**config.mk**
```make
export PLATFORM = sky130hd
export DESIGN_NAME = ili9341_8080_rx
export DESIGN_NICKNAME = d
export VERILOG_FILES = /design/src/rtl/ili9341_8080_rx.sv
export SDC_FILE = /design/constraint.sdc
export NUM_CORES = 1
export LEC_CHECK = 0
export ABC_AREA = 1
export ABC_CLOCK_PERIOD_IN_PS = 3400
export CAP_MARGIN = 20
export CORE_ASPECT_RATIO = 0.5
export CORE_MARGIN = 1.5
export CORE_UTILIZATION = 31
export CTS_BUF_LIST = sky130_fd_sc_hd__clkbuf_16
export CTS_CLUSTER_DIAMETER = 120
export DETAILED_ROUTE_END_ITERATION = 8
export SLEW_MARGIN = 20
export SYNTH_ARGS = -nofsm -noshare
export SYNTH_HDL_FRONTEND = slang
export SYNTH_SLANG_ARGS = --single-unit
export TNS_END_PERCENT = 50
```
**constraint.sdc**
```tcl
create_clock -name clk -period 3.4 [get_ports clk]
set_input_delay 0.68 -clock clk [delete_from_list [all_inputs] [get_ports clk]]
set_output_delay 0.68 -clock clk [all_outputs]
set_load 0.005 [all_outputs]
```
**src/rtl/ili9341_8080_rx.sv**
```systemverilog
// Display-side receiver for the 8080-I parallel bus: decodes commands, tracks the
// CASET/PASET window and turns RAMWR/RAMWRC byte pairs into addressed RGB565 pixels.
module ili9341_8080_rx #(
    parameter int unsigned COLS      = 240,
    parameter int unsigned ROWS      = 320,
    parameter bit          MSB_FIRST = 1'b1
) (
    input  logic        clk,
    input  logic        reset,
    input  logic [7:0]  tftParallelPort,
    input  logic        tftChipSelect,
    input  logic        tftWriteEnable,
    input  logic        tftDataCmd,
    input  logic        tftReset,
    output logic        cmdValid,
    output logic [7:0]  cmdByte,
    output logic        dataValid,
    output logic [7:0]  dataByte,
    output logic        pixelValid,
    output logic [15:0] pixelData,
    output logic [16:0] pixelAddr
);

    localparam int unsigned DATA_W = 8;
    localparam int unsigned POS_W  = 16;
    localparam int unsigned PIX_W  = 16;
    localparam int unsigned ADDR_W = 17;
    localparam int unsigned IDX_W  = 3;

    localparam logic [DATA_W-1:0] CMD_CASET  = 8'h2A;
    localparam logic [DATA_W-1:0] CMD_PASET  = 8'h2B;
    localparam logic [DATA_W-1:0] CMD_RAMWR  = 8'h2C;
    localparam logic [DATA_W-1:0] CMD_RAMWRC = 8'h3C;

    localparam logic [POS_W-1:0] EC_RESET = POS_W'(COLS - 1);
    localparam logic [POS_W-1:0] EP_RESET = POS_W'(ROWS - 1);

    typedef enum logic [2:0] {IDLE, CASET, PASET, RAMWR, OTHER} state_t;

    // Two-flop synchronisers for every bus input
    logic              csMeta, csS, csPrev;
    logic              wrMeta, wrS, wrPrev;
    logic              dcMeta, dcS;
    logic              resxMeta, resxS;
    logic [DATA_W-1:0] dMeta, dS;

    always_ff @(posedge clk) begin
        if (reset) begin
            csMeta   <= 1'b1;
            csS      <= 1'b1;
            csPrev   <= 1'b1;
            wrMeta   <= 1'b1;
            wrS      <= 1'b1;
            wrPrev   <= 1'b1;
            dcMeta   <= 1'b1;
            dcS      <= 1'b1;
            resxMeta <= 1'b1;
            resxS    <= 1'b1;
            dMeta    <= '0;
            dS       <= '0;
        end else begin
            csMeta   <= tftChipSelect;
            csS      <= csMeta;
            csPrev   <= csS;
            wrMeta   <= tftWriteEnable;
            wrS      <= wrMeta;
            wrPrev   <= wrS;
            dcMeta   <= tftDataCmd;
            dcS      <= dcMeta;
            resxMeta <= tftReset;
            resxS    <= resxMeta;
            dMeta    <= tftParallelPort;
            dS       <= dMeta;
        end
    end

    logic strobe, cmdStrobe, dataStrobe, csRise;
    assign strobe     = wrS & ~wrPrev & ~csS;
    assign cmdStrobe  = strobe & ~dcS;
    assign dataStrobe = strobe & dcS;
    assign csRise     = csS & ~csPrev;

    state_t             state, stateNext;
    logic [POS_W-1:0]   sc, ec, sp, ep, col, page;
    logic [POS_W-1:0]   scNext, ecNext, spNext, epNext, colNext, pageNext;
    logic [IDX_W-1:0]   paramIdx, idxNext;
    logic               phase, phaseNext;
    logic [DATA_W-1:0]  held, heldNext;
    logic               cmdValidNext, dataValidNext, pixelValidNext;
    logic [DATA_W-1:0]  cmdByteNext, dataByteNext;
    logic [PIX_W-1:0]   pixelDataNext, pixelWord;
    logic [ADDR_W-1:0]  pixelAddrNext;
    logic [31:0]        addrWide;
    logic               inRange;

    assign pixelWord = MSB_FIRST ? {held, dS} : {dS, held};
    assign addrWide  = 32'(page) * COLS + 32'(col);
    assign inRange   = (32'(col) < COLS) && (32'(page) < ROWS);

    // Next-state and output decode; a command strobe always wins over pixel assembly
    always_comb begin
        stateNext      = state;
        scNext         = sc;
        ecNext         = ec;
        spNext         = sp;
        epNext         = ep;
        colNext        = col;
        pageNext       = page;
        idxNext        = paramIdx;
        phaseNext      = phase;
        heldNext       = held;
        cmdValidNext   = 1'b0;
        cmdByteNext    = cmdByte;
        dataValidNext  = 1'b0;
        dataByteNext   = dataByte;
        pixelValidNext = 1'b0;
        pixelDataNext  = pixelData;
        pixelAddrNext  = pixelAddr;

        if (cmdStrobe) begin
            cmdValidNext = 1'b1;
            cmdByteNext  = dS;
            idxNext      = '0;
            phaseNext    = 1'b0;
            case (dS)
                CMD_CASET:  stateNext = CASET;
                CMD_PASET:  stateNext = PASET;
                CMD_RAMWR: begin
                    stateNext = RAMWR;
                    colNext   = sc;
                    pageNext  = sp;
                end
                CMD_RAMWRC: stateNext = RAMWR;
                default:    stateNext = OTHER;
            endcase
        end else if (dataStrobe) begin
            dataValidNext = 1'b1;
            dataByteNext  = dS;
            case (state)
                CASET: begin
                    if (paramIdx < 3'd4) begin
                        case (paramIdx[1:0])
                            2'd0:    scNext = {dS, sc[7:0]};
                            2'd1:    scNext = {sc[15:8], dS};
                            2'd2:    ecNext = {dS, ec[7:0]};
                            default: ecNext = {ec[15:8], dS};
                        endcase
                        idxNext = paramIdx + 3'd1;
                    end
                end
                PASET: begin
                    if (paramIdx < 3'd4) begin
                        case (paramIdx[1:0])
                            2'd0:    spNext = {dS, sp[7:0]};
                            2'd1:    spNext = {sp[15:8], dS};
                            2'd2:    epNext = {dS, ep[7:0]};
                            default: epNext = {ep[15:8], dS};
                        endcase
                        idxNext = paramIdx + 3'd1;
                    end
                end
                RAMWR: begin
                    if (!phase) begin
                        heldNext  = dS;
                        phaseNext = 1'b1;
                    end else begin
                        phaseNext = 1'b0;
                        if (inRange) begin
                            pixelValidNext = 1'b1;
                            pixelDataNext  = pixelWord;
                            pixelAddrNext  = ADDR_W'(addrWide);
                        end
                        // Window scan; an inverted window simply wraps through 16 bits
                        if (col == ec) begin
                            colNext  = sc;
                            pageNext = (page == ep) ? sp : page + 16'd1;
                        end else begin
                            colNext = col + 16'd1;
                        end
                    end
                end
                default: ;
            endcase
        end else if (csRise) begin
            phaseNext = 1'b0;
        end
    end

    always_ff @(posedge clk) begin
        if (reset || !resxS) begin
            state      <= IDLE;
            sc         <= '0;
            ec         <= EC_RESET;
            sp         <= '0;
            ep         <= EP_RESET;
            col        <= '0;
            page       <= '0;
            paramIdx   <= '0;
            phase      <= 1'b0;
            held       <= '0;
            cmdValid   <= 1'b0;
            cmdByte    <= '0;
            dataValid  <= 1'b0;
            dataByte   <= '0;
            pixelValid <= 1'b0;
            pixelData  <= '0;
            pixelAddr  <= '0;
        end else begin
            state      <= stateNext;
            sc         <= scNext;
            ec         <= ecNext;
            sp         <= spNext;
            ep         <= epNext;
            col        <= colNext;
            page       <= pageNext;
            paramIdx   <= idxNext;
            phase      <= phaseNext;
            held       <= heldNext;
            cmdValid   <= cmdValidNext;
            cmdByte    <= cmdByteNext;
            dataValid  <= dataValidNext;
            dataByte   <= dataByteNext;
            pixelValid <= pixelValidNext;
            pixelData  <= pixelDataNext;
            pixelAddr  <= pixelAddrNext;
        end
    end

endmodule
```
After elaboration in Yosys (flattened, before gate mapping)
Index checks and enable logic that the tools add are counted.
{"block": "classes", "n_addsub": 4, "mul": 1, "n_div": 0, "n_lt_le_gt_ge": 3, "n_eq_ne": 13, "n_shift": 0, "muxes": 23, "bitwise": 17, "n_reduce_logical": 29}
{"op": "$mux 16", "n": 13}
{"op": "$pmux 16 s2", "n": 2}
{"op": "$reduce_and 6->1", "n": 8}
{"op": "$add 16x1->16 const B", "n": 2}
{"op": "$eq 16x16->1", "n": 2}
{"op": "$eq 8x6->1 const B", "n": 4}
{"op": "$add 17x16->17", "n": 1}
{"op": "$lt 16x8->1 const B", "n": 1}
{"op": "$lt 16x9->1 const B", "n": 1}
{"op": "$mul 16x4->13 const B", "n": 1}
{"op": "$not 1->1", "n": 12}
{"op": "$reduce_and 5->1", "n": 2}
{"op": "$reduce_bool 2->1", "n": 5}
{"op": "$pmux 3 s3", "n": 1}
{"op": "$reduce_and 4->1", "n": 2}
{"op": "$reduce_or 2->1", "n": 4}
{"op": "$mux 1", "n": 7}
{"op": "$eq 3x2->1 const B", "n": 2}
{"op": "$and 1x1->1", "n": 5}
{"op": "$reduce_or 5->1", "n": 1}
{"op": "$ne 2x1->1 const B", "n": 2}
{"op": "$reduce_and 2->1", "n": 2}
{"op": "$add 3x1->3 const B", "n": 1}
{"op": "$eq 3x1->1 const B", "n": 1}
{"op": "other kinds (8)", "n": 8}
{"block": "word_totals", "regBits": 189, "latch_bits": 0, "mem_bits_rw": 0, "rom_bits": 0, "in_bits": 14, "output_inout_bits": 52, "elab_cells": 123, "n_memories": 0}

Longest topological paths before layout
{"block": "depth", "depth_word": 7, "ltp_mapped": 24, "depth_no_buf": 24}

Worst setup path after synthesis
OpenSTA, ideal clock, no wires.
{"block": "synth_timing", "kind": "register -> register", "from": "register page[3]", "to": "register pixelAddr[16]", "setup_ns": 0.109, "arrival_ns": 3.656, "t_required_ns": 3.291, "path_slack_ns": -0.365, "path_stages_with_launch": 24, "path_buffers": 0, "period_less_slack_ns": 3.765, "cell_sequence": "dfxtp_1 > inv_1 > fa_1 > fa_1 > inv_1 > ha_1 > nand2_1 > nand2_1 > nand3_1 > nand2_1 > a21oi_1 > o21ai_0 > xor2_1 > ha_1 > inv_1 > o21bai_1 > a21boi_0 > nand2_1 > nor2_1 > inv_1 > nand2_1 > nand3_1 > nand2_1 > inv_1"}
{"block": "synth_between", "elab_chain_len": 3, "elab_cells_between_ends": 5, "classes_between": "1 x add/sub; 1 x mul; 1 x order compare; 2 x reduce/logical"}
{"element": "start, declared", "line": "84", "source": "logic [POS_W-1:0] sc, ec, sp, ep, col, page;"}
{"element": "start signal, assigned", "line": "215", "source": "page <= pageNext;"}
{"element": "parallel branches: the longest is 3 deep, another holds $add 17x16->17"}
{"element": "end signal, assigned", "line": "225", "source": "pixelAddr <= pixelAddrNext;"}
{"element": "end, declared", "line": "21", "source": "output logic [16:0] pixelAddr"}
Parallel ways; which one is timed is not known.
A chain may end at the register's enable or synchronous reset.

Worst setup path in the final report
{"block": "layout_timing", "from": "register page[3]", "to": "register pixelAddr[14]"}
The elaborated chain is that of the path after synthesis.

==> metrics.csv <==
metric,value,unit
# rows,46,
drt initial violations,675,
register area share after synthesis,37.47,%
area of the multi-input gates,5438,µm²
number of enable flip-flop cells after synthesis,0,
RSZ-0062 raised after global routing,true,
Avg WL per Cell,14.57,µm
largest net degree at the start of global routing,68,
vias in the first global route,8328,
area grow syn2layout,21.29,%
DRC viols,0,
Crit. End Element,register,
"Data required, critical path",3780,ps
core area,31890,µm²
Synthesized Nets,1484,
total CTS buffers,17,
IO buf count,65,
WP data arrival,3950,ps
Worst Tran Pin Value,604.8,ps
final period utilization,104.9,%
die width,258.2,µm
status,"complete, but fails checks",
"Avg Cell Area, Syn",7.181,µm²
worst relative slew slack,59.62,%
final layout net count,1581,
top sig layer,met4,
power per cell area,345.1,nW/µm²
first-pass GRT wire length,45420,µm
Synth area leaders,"dfxtp_1, nand2_1, inv_1",
clock root buffer,clkbuf_16,
H-tree depth,4,
most frequent cells in the layout,"nand2_1, dfxtp_1, inv_1",
metal2 WL,12530,µm
fmax,280.3,MHz
Post-Route WL,28380,µm
HP Class,reg2reg,
initial antenna violation count,0,
critical path class,reg2reg,
"Slew Viols, Final",0,
setup slack after layout,-167.1,ps
Storage cell area,3806,µm²
antenna fix cells,0,
Mapped Cells,1406,
Peak VDD IR,0.2810,mV
async set-reset flop share out of synthesis,0,%
Clock Pin Slew Worst Setup and Hold Paths,70,ps
Setup Skew,12.79,ps
WL met3,1159,µm
Layout Cells excl Fill,1948,
Fill cells,3395,
Tot GR Track Use,17.19,%
CP Launch Type,register,
dpl cells,1910,
Initial Utilization,31.67,%
GPL Wtd Cong,0.8637,
Max-Cap Viols,0,
post-layout instance area,12250,µm²
failing checks,negative setup slack,
first drt pass iteration count,5,
DP Area,11530,µm²
Final ANT Viol Nets,0,
hpwl dp,20750,µm
Max clock buf depth,2,
distinct cell type count of the synthesized netlist,46,
Synth area leader,dfxtp_1,
CTS tree,yes,
Top Ports,66,
post-layout min period,3567,ps
post-DR vias/cell,4.677,
fraction of layout cells with a size suffix above 1,13.72,%
register bit total from synthesis,189,
CTS Sinks,189,
die area,33730,µm²
grt ovf,0,
Hold Buf Count CTS,0,
Yosys Warn Count,0,
"Primary FF master, synth",dfxtp_1,
CP max FO,5,
vias,9110,
post-synthesis cell area,10100,µm²
sum of negative setup slack,-529.2,ps
"commonest non-fill, non-tap cell in the layout",nand2_1,
M1 WL,14370,µm
Setup Viol. Count Final,5,
Yosys top cell area share,37.47,%
Skew-Pair Late Insertion Delay,440,ps
Fin. Hold Viols,0,
static leakage,5.348,nW
chip height,130.6,µm
==> per-stage QoR <==
step	hold slack [ps]	utilization [%]	total power [mW]	worst slack, ps
3_5_place_dp	394.6	36.16	2.401	-190.1
2_1_floorplan	388.3	-	2.347	-6.733
3_3_place_gp	392.5	36.16	2.401	-179.8
5_1_grt	416.8	38.41	4.371	-370.4
4_1_cts	404.6	38.06	4.266	-149.5
6_report	402.0	38.41	4.226	-167.1
==> per-layer routing <==
| layer | up-vias | global-route usage (%) |
|---|---|---|
| met5 | - | 0 |
| met4 | 0 | 3.853 |
| met3 | 22 | 2.701 |
| met2 | 173 | 27.23 |
| met1 | 4206 | 24.64 |
| li1 | 4709 | - |
==> synthesized netlist by cell type (4+ instances only) <==
cell,count
nand2_1,293
dfxtp_1,189
inv_1,181
nor2_1,146
o21ai_0,131
a21oi_1,129
nand3_1,78
ha_1,44
buf_2,23
xor2_1,23
fa_1,20
clkbuf_1,18
nand4_1,12
a31oi_1,11
buf_6,10
inv_2,10
or2_2,10
nor2_2,9
xnor2_1,9
a211oi_1,8
nand3_2,7
nor3_1,6
nand2_2,5
a21boi_0,4
==> worst max-delay path, cell delays in order, from the launching register on <==
cell and delay (ps):
dfxtp_4 370, inv_4 50, fa_1 500, fa_1 560, inv_2 50, ha_4 230, nand2_2 70, nand2_2 70
nand2_2 70, nand2_2 60, a21oi_2 140, nor2_1 70, nor2_1 120, xnor2_1 100, ha_1 320, buf_4 110
buf_4 90, buf_4 90, inv_1 40, or2_2 280, nand3_1 70, nand2_1 50, inv_1 50
==> power breakdown <==
group / internal, mW / switching, mW
Combinational: 0.0388 / 0.0745
Sequential: 2.22 / 0.0135
Clock: 0.951 / 0.926
Total: 3.21 / 1.01
==> path summary, 6_finish.rpt <==
path | from | end | slack (ps) | cells past startpoint
setup reg to reg | page[3] | pixelAddr[14] | -170 | 22
setup / recovery | page[3] | pixelAddr[14] | -170 | 22
hold reg to reg | dMeta[4] | dS[4] | 400 | 2
hold / removal | dMeta[4] | dS[4] | 400 | 2
==> cells by family (layout without fill, tap and decap cells) <==
group	count (synthesis)	count (layout)	synth area share [%]
and+or+nand+nor	578	578	24.47
buffers and inverters	248	358	10.55
adders and majority gates	64	64	9.418
AOI/OAI and AO/OA	295	295	15.32
xor gates and xnor gates	32	32	2.776
DFF	189	189	37.47
==> repair_timing <==
item,CTS,global route
endpoints found under the setup margin,7,8
pin swaps,11,30
gates resized for setup,11,25
setup buffers,3,3
==> area by class of cell <==
type	count	share of cell area, %
timing repair buffer	135	9.808
tap	432	4.414
clock inverter	15	0.9297
clock buffer	17	3.474
multi-input combinational	969	44.40
sequential	189	31.08
inverter	191	5.895
==> state kept, by name, indices dropped and copies added, names as in the netlist, 3 cells and up <==
name and flops:
held 8, cmdByte 8, page 16, ep 16
state 3, ec 16, pixelData 16, dataByte 8
sc 16, sp 16, pixelAddr 17, col 16
dMeta 8, paramIdx 3, dS 8
Power figures use the tool's default switching activity.
